## config.mk

```make
export PLATFORM = sky130hd
export DESIGN_NAME = seg_page_scheduler
export DESIGN_NICKNAME = d
export VERILOG_FILES = /design/src/rtl/seg_page_scheduler.sv
export SDC_FILE = /design/constraint.sdc
export NUM_CORES = 1
export LEC_CHECK = 0
export CAP_MARGIN = 20
export CORE_MARGIN = 2
export CORE_UTILIZATION = 40
export DETAILED_ROUTE_END_ITERATION = 10
export SLEW_MARGIN = 30
export SYNTH_ARGS = -nofsm -noshare
export SYNTH_HDL_FRONTEND = slang
export SYNTH_SLANG_ARGS = --single-unit
```

## constraint.sdc

```tcl
create_clock -name clk -period 3.52 [get_ports clk]
set_clock_uncertainty 0.1 [all_clocks]
set_input_delay 0.528 -clock clk [delete_from_list [all_inputs] [get_ports clk]]
set_output_delay 0.528 -clock clk [all_outputs]
set_load 0.005 [all_outputs]
```

## src/rtl/seg_page_scheduler.sv

```systemverilog
// Picks what the two-digit seven-segment display shows: a BPM page, a mode page, and an alert
// page that preempts them. A serial double-dabble converter turns the binary BPM into BCD.
module seg_page_scheduler #(
    parameter int unsigned DWELL_CYCLES = 24000000,
    parameter int unsigned ALERT_CYCLES = 12000000
) (
    input  logic       clk,
    input  logic       rst,
    input  logic [7:0] bpm,
    input  logic       bpm_valid,
    input  logic [3:0] mode,
    input  logic       hold,
    input  logic       alert_req,
    input  logic [7:0] alert_code,
    output logic       alert_ack,
    output logic [7:0] value,
    output logic [1:0] page,
    output logic       bcd_busy
);
    localparam int unsigned MAX_CYCLES = (DWELL_CYCLES > ALERT_CYCLES) ? DWELL_CYCLES : ALERT_CYCLES;
    localparam int CNT_W = $clog2(MAX_CYCLES);
    localparam logic [CNT_W-1:0] DWELL_LAST = CNT_W'(DWELL_CYCLES - 1);
    localparam logic [CNT_W-1:0] ALERT_LAST = CNT_W'(ALERT_CYCLES - 1);

    typedef enum logic [1:0] {
        SHOW_BPM   = 2'd0,
        SHOW_MODE  = 2'd1,
        SHOW_ALERT = 2'd2
    } state_t;

    state_t           state_q, state_d;
    logic [CNT_W-1:0] cnt_q, cnt_d;
    logic [7:0]       code_q, code_d;
    logic             ack_q, ack_d;
    logic [7:0]       value_q, value_d;
    logic [1:0]       page_q, page_d;

    logic [7:0]       bin_q, bin_d;
    logic [11:0]      work_q, work_d;
    logic [2:0]       iter_q, iter_d;
    logic             busy_q, busy_d;
    logic [7:0]       bcd_reg_q, bcd_reg_d;
    logic             pend_q, pend_d;
    logic [7:0]       pend_val_q, pend_val_d;

    logic [11:0]      work_adj;
    logic [19:0]      dd_next;

    function automatic logic [3:0] add3(input logic [3:0] n);
        return (n >= 4'd5) ? n + 4'd3 : n;
    endfunction

    // Converter: one add-3-then-shift iteration per clock while busy.
    always_comb begin
        // NOTE: every _d gets its hold value first so no path leaves it unassigned (no latch).
        bin_d      = bin_q;
        work_d     = work_q;
        iter_d     = iter_q;
        busy_d     = busy_q;
        bcd_reg_d  = bcd_reg_q;
        pend_d     = pend_q;
        pend_val_d = pend_val_q;
        work_adj   = {add3(work_q[11:8]), add3(work_q[7:4]), add3(work_q[3:0])};
        dd_next    = {work_adj, bin_q} << 1;

        if (busy_q) begin
            work_d = dd_next[19:8];
            bin_d  = dd_next[7:0];
            iter_d = iter_q + 3'd1;
            if (bpm_valid) begin
                pend_d     = 1'b1;
                pend_val_d = bpm;
            end
            if (iter_q == 3'd7) begin
                busy_d    = 1'b0;
                bcd_reg_d = (dd_next[19:16] != 4'd0) ? 8'h99 : dd_next[15:8];
            end
        end else if (bpm_valid || pend_q) begin
            // A fresh strobe in the idle gap supersedes the stored sample.
            bin_d  = bpm_valid ? bpm : pend_val_q;
            work_d = '0;
            iter_d = '0;
            busy_d = 1'b1;
            pend_d = 1'b0;
        end
    end

    always_comb begin
        state_d = state_q;
        cnt_d   = cnt_q;
        code_d  = code_q;
        ack_d   = 1'b0;

        case (state_q)
            SHOW_BPM, SHOW_MODE: begin
                if (alert_req) begin
                    state_d = SHOW_ALERT;
                    cnt_d   = '0;
                    code_d  = alert_code;
                    ack_d   = 1'b1;
                end else if (!hold) begin
                    if (cnt_q == DWELL_LAST) begin
                        state_d = (state_q == SHOW_BPM) ? SHOW_MODE : SHOW_BPM;
                        cnt_d   = '0;
                    end else begin
                        cnt_d = cnt_q + CNT_W'(1);
                    end
                end
            end
            SHOW_ALERT: begin
                if (cnt_q == ALERT_LAST) begin
                    state_d = SHOW_BPM;
                    cnt_d   = '0;
                end else begin
                    cnt_d = cnt_q + CNT_W'(1);
                end
            end
            default: begin
                state_d = SHOW_BPM;
                cnt_d   = '0;
            end
        endcase

        // Display registers follow the page in effect during the current cycle.
        case (state_q)
            SHOW_MODE: begin
                value_d = {4'hC, mode};
                page_d  = 2'd1;
            end
            SHOW_ALERT: begin
                value_d = code_q;
                page_d  = 2'd2;
            end
            default: begin
                value_d = bcd_reg_q;
                page_d  = 2'd0;
            end
        endcase
    end

    always_ff @(posedge clk or posedge rst) begin
        if (rst) begin
            state_q    <= SHOW_BPM;
            cnt_q      <= '0;
            code_q     <= 8'h00;
            ack_q      <= 1'b0;
            value_q    <= 8'h00;
            page_q     <= 2'd0;
            bin_q      <= 8'h00;
            work_q     <= '0;
            iter_q     <= '0;
            busy_q     <= 1'b0;
            bcd_reg_q  <= 8'h00;
            pend_q     <= 1'b0;
            pend_val_q <= 8'h00;
        end else begin
            // NOTE: state updates use non-blocking assignment so every flop samples pre-edge values.
            state_q    <= state_d;
            cnt_q      <= cnt_d;
            code_q     <= code_d;
            ack_q      <= ack_d;
            value_q    <= value_d;
            page_q     <= page_d;
            bin_q      <= bin_d;
            work_q     <= work_d;
            iter_q     <= iter_d;
            busy_q     <= busy_d;
            bcd_reg_q  <= bcd_reg_d;
            pend_q     <= pend_d;
            pend_val_q <= pend_val_d;
        end
    end

    assign alert_ack = ack_q;
    assign value     = value_q;
    assign page      = page_q;
    assign bcd_busy  = busy_q;

endmodule

```

# Word level (Yosys, flattened, before mapping)
# Cells that the tools add are included.
[word_totals] reg_bits=87 in_bits=25 output_inout_bits=12 elab_cells=71
[op_classes] add_sub_neg=5 n_lt_le_gt_ge=3 n_eq_ne=9 mux=32 reduce_logical=9
[ops] cell="25-bit two-way mux" count=4
[ops] cell="25-bit case mux with 2 select lines" count=1
[ops] cell="8-bit two-way mux" count=4
[ops] cell="25-bit by 1-bit adder with 25-bit output, second input constant" count=1
[ops] cell="25-bit by 24-bit equality test with 1-bit output, second input constant" count=1
[ops] cell="25-bit equality test, second input constant" count=1
[ops] cell="12-bit two-way mux" count=2
[ops] cell="8-bit case mux with 2 select lines" count=1
[ops] cell="4-bit by 3-bit greater-or-equal comparator with 1-bit output, second input constant" count=3
[ops] cell="1-bit two-way mux" count=9
[ops] cell="3-bit two-way mux" count=3
[ops] cell="4-bit by 2-bit adder with 4-bit output, second input constant" count=2
[ops] cell="2-bit two-way mux" count=4
[ops] cell="4-bit two-way mux" count=2
[ops] cell="2-bit case mux with 2 select lines" count=2
[ops] cell="3-bit inequality test, second input constant" count=2
[ops] cell="2-bit AND reduction" count=3
[ops] cell="2-bit inequality test, second input constant" count=2
[ops] cell="4-bit nonzero test" count=1
[ops] cell="3-bit by 1-bit adder with 3-bit output, second input constant" count=1
[ops] cell="3-bit by 2-bit adder with 3-bit output, second input constant" count=1
[ops] cell="3-bit equality test, second input constant" count=1
[ops] cell="3-bit AND reduction" count=1
[ops] cell="2-bit by 1-bit equality test with 1-bit output, second input constant" count=1
[ops] cell="other kinds (5)" count=5

# Logic depth before layout (Yosys ltp)
[depth] word_depth=6 mapped_depth=9 mapped_depth_nobuf=8

# Worst setup path after synthesis
# No wires, ideal clock.
[synth_timing] path_kind="reg2reg" start="register cnt_q[0]" end="register cnt_q[8]" setup_ns=0.121 t_arrival_ns=2.284 required_time_ns=3.299 slack_ns=1.015 path_stages_with_launch=9 path_buffers=1 period_less_slack_ns=2.505 cell_sequence="dfrtp_1 > ha_1 > nand3_2 > or4_4 > o41ai_4 > a21o_1 > buf_6 > o21ai_1 > a22o_1"
[synth_between] elab_chain_cells=5 word_cells_on_any_way=8 classes_between="add/sub (1); eq/ne (2); mux (5)"
[synth_lines] item="start, declared" line_no="32" rtl="logic [CNT_W-1:0] cnt_q, cnt_d;"
[synth_lines] item="start signal, assigned" line_no="159" rtl="cnt_q <= cnt_d;"
[synth_lines] item="25-bit by 1-bit adder with 25-bit output or 25-bit equality test (tied branches)" line_no="106, 115, 102"
[synth_lines] item="25-bit two-way mux" line_no="102" rtl="if (cnt_q == DWELL_LAST) begin"
[synth_lines] item="25-bit two-way mux" line_no="101" rtl="end else if (!hold) begin"
[synth_lines] item="25-bit two-way mux" line_no="96" rtl="if (alert_req) begin"
[synth_lines] item="25-bit case mux with 2 select lines *" line_no="94" rtl="case (state_q)"
# Mark *: on every way between the ends. The rest lies on a longest branch, timed or not. The select of a mux whose other input is x is not followed.
# A chain may end at the register's enable or synchronous reset.

# Final worst setup path
[layout_timing] start="register cnt_q[0]" end="register cnt_q[12]"
# Same word-level chain as after synthesis.

==> results.md <==
- Net switching power: 1.351 mW
- RSZ-0062 raised after global routing: false
- Via count: 3196
- Reg2reg setup slack: 0.57 ns
- Most common cell after layout, fill and taps aside: dfrtp_1
- Achievable frequency: 338.5 MHz
- Final ANT Viol Nets: 0
- Vias in the first global route: ~3100
- Gpl congestion: 0.7800
- Status: finished, final reports clean
- R2R Path Start: cnt_q[0]$_DFFE_PP0P_
- Syn avg cell area: 10.24 µm²
- Max_slew headroom: about two fifths
- Worst-margin pin slew: 0.8819 ns
- Sink Count: 87
- CTS root buf: clkbuf_8
- Pre-antenna DRT Iters: 4
- Antenna violations before repair: 0
- Max FO, Critical Path: 11
- Crit end category: register
- Ant diodes: 0
- Required @ worst endpoint: around 3.7 ns
- Placed Cells: between 500 and 600
- Routed wire length: 8723 µm
- PD cells: just over 700 nW/µm²
- EDFF count, synth: 0
- H-tree Lvls: 3
- Synthesized net count: 456
- Post-CTS sizing: 0
- Register area share after synthesis: 51.00%
- Final nets: 493
- WP data arrival: 3.09 ns
- Final Critical Period: between 2 and 3 ns
- CP startpoint: cnt_q[0]$_DFFE_PP0P_
- Largest net degree at the start of global routing: 52
- CP Launch Type: register
- P_int: approximately 2.3 mW
- Layout cell share with drive strength beyond 1: between 10% and 20%
- I/O Pins: 37
- Distinct cells, synth: 48
- FP Rows: 37
- Die Footprint: 11520 µm²
- Clock Latency Late Sink: ~0.35 ns
- Input/output buffers: 36
- Finished Layout Cells: a little under 600
- Area share of the largest cell type after synthesis: 51.00%
- FF+latch count, synth: 87
- Clock power share: 18.4%
- Slew Limit Fails: 0
- CTS tree: built
- Synth Flop Type: dfrtp_1
- Final setup fails: 0
- Setup TNS: 0 ns
- Cell count of the worst reg-to-reg path: 7
- Comb pwr share: approximately two fifths
- CTS buffer count: 9
- Core Util, Final: 48.14%
- Wire length of the first global-routing pass: 14970 µm
- Hold/Removal Path Class: register to register
- Flop pwr share: 42.4%
- VDD IR-drop max: 0.0002826 V
- DRC: 0
- Setup Crit Path Kind: register to register
- Fillcell total: just under 1000
- Hold depth: 2
- Grt total ovfl: 0
- Commonest non-fill, non-tap cells in the layout: dfrtp_1 (87), nor2_1 (42), nand2_1 (40)
- Worst Setup EP: cnt_q[12]$_DFFE_PP0P_
- Core Area: roughly 10000 µm²
- Static Leakage: approximately 2.2 nW
- Starting Density: 41.35%
- Synth Cell Area: 4269 µm²
- Post-Route Hold Slack: 0.3884 ns
- Net Sw Frac: 37.48%
- Fraction of registers with async set/reset: 100.0%
- Synth area leaders: dfrtp_1 (51%), mux2_2 (4.2%), ha_1 (4.1%)
- WL/cell: roughly 15 µm
- DR vias/cell: 5.371
- Chip Width: 107.3 µm
- Final period utilization: between 80% and 90%
- Final Hold Fails: 0
- Chip height: 107.3 µm
- Worst-case clock buffer depth: 2
- YS warnings: 0
- RR Endpoint: cnt_q[12]$_DFFE_PP0P_
- Cell count after synthesis: between 400 and 500
- GRT Total Usage: 16.08%
- Clock-pin slew on the worst setup and hold paths: 0.10 ns
- Setup Buffers After CTS: 0
- Area Overhead vs Synth: 16.41%
- # hold bufs at CTS: 0
- Max Cap Viol: 0
- Starting DRT DRC Count: 193
- Yosys top cell by area: dfrtp_1
- Post-detailed-placement half-perimeter wirelength: 6037 µm
worst min path at each step:
| stage | slack [ns] | end | from |
|---|---|---|---|
| after CTS | 0.39 | bin_q[6]$_DFFE_PP0P_ | bin_q[5]$_DFFE_PP0P_ |
| after detailed placement | 0.37 | bin_q[7]$_DFFE_PP0P_ | bin_q[6]$_DFFE_PP0P_ |
| final | 0.39 | bin_q[6]$_DFFE_PP0P_ | bin_q[5]$_DFFE_PP0P_ |
| after global routing | 0.42 | bin_q[6]$_DFFE_PP0P_ | bin_q[5]$_DFFE_PP0P_ |
| after floorplan | 0.35 | bin_q[1]$_DFFE_PP0P_ | bin_q[0]$_DFFE_PP0P_ |
| after global placement | 0.37 | iter_q[0]$_DFFE_PP0P_ | iter_q[0]$_DFFE_PP0P_ |
sequential cells by signal (all words and copies together) (netlist names), 2 cells and up:
name and count:
work_q 12, state_q 2, value 8, page 2, pend_val_q 8, cnt_q 25, bin_q 8, code_q 8
iter_q 3, bcd_reg_q 8
cells in the mapped netlist (5+ instances only):
cell and number:
dfrtp_1 87, nor2_1 42, nand2_1 40, a21oi_1 27, o21ai_0 23, a22o_1 18, mux2_2 16, inv_1 15
clkbuf_1 14, ha_1 14, mux2i_1 11, nand3_1 11, and3_1 8, nor3_1 8, a21o_1 7, a22oi_1 6
a31oi_1 6, nand2b_1 6, xor2_1 6, o31ai_1 5, xnor2_1 5
through the flow:
step	total power [mW]	instance area (µm²)	setup slack, ns
2_1_floorplan	2.550	4269	0.6418
3_3_place_gp	2.921	4791	0.6283
3_5_place_dp	2.974	4791	0.5980
4_1_cts	3.645	4970	0.5652
5_1_grt	3.899	4970	0.4329
6_report	3.605	4970	0.5660
final cells by class:
cell class	count	area (µm²)	share of cell area, %
Inverter	15	57.56	1.158
Tap cell	136	170.2	3.424
Clock buffer	9	123.9	2.492
Timing Repair Buffer	42	417.9	8.409
Clock inverter	7	55.05	1.108
Multi-Input combinational cell	299	1968	39.60
Sequential cell	87	2177	43.81
kinds of logic after synthesis:
kind of cell	after synthesis	share of synthesized area, %
AO/OA/AOI/OAI	104	16.50
buffers and inverters	31	2.901
AND/OR/NAND/NOR	143	16.44
XOR/XNOR	11	2.257
multiplexers	27	6.800
flip-flops	87	51.00
adder cells (fa/ha/maj)	14	4.103
power by group through the flow:
| stage | sequential [mW] | combinational (mW) | clock, mW |
|---|---|---|---|
| floorplan | 1.49 | 1.06 | 0 |
| global placement | 1.54 | 1.38 | 0 |
| detailed placement | 1.55 | 1.42 | 0 |
| CTS | 1.53 | 1.43 | 0.684 |
| global route | 1.58 | 1.60 | 0.726 |
| finish | 1.53 | 1.41 | 0.665 |
worst max-delay path, stage by stage (launching register included):
cell and delay [ns]:
dfrtp_1 0.41, ha_1 0.21, nand3_2 0.16, or4_4 0.60, o41ai_4 0.47, a21o_1 0.39
nor2_1 0.21, a32o_1 0.29
layer usage:
| layer | global-route usage [%] | wire length (µm) | up-vias | share of wire [%] |
|---|---|---|---|---|
| met3 | 3.450 | 384 | 11 | 4.4 |
| met2 | 25.68 | 3969 | 63 | 46 |
| met1 | 22.38 | 4278 | 1559 | 49 |
| met5 | 0 | 0 | - | 0 |
| li1 | - | - | 1563 | - |
| met4 | 3.896 | 90 | 0 | 1.0 |
Note: power is estimated with default switching activity, not from simulation.
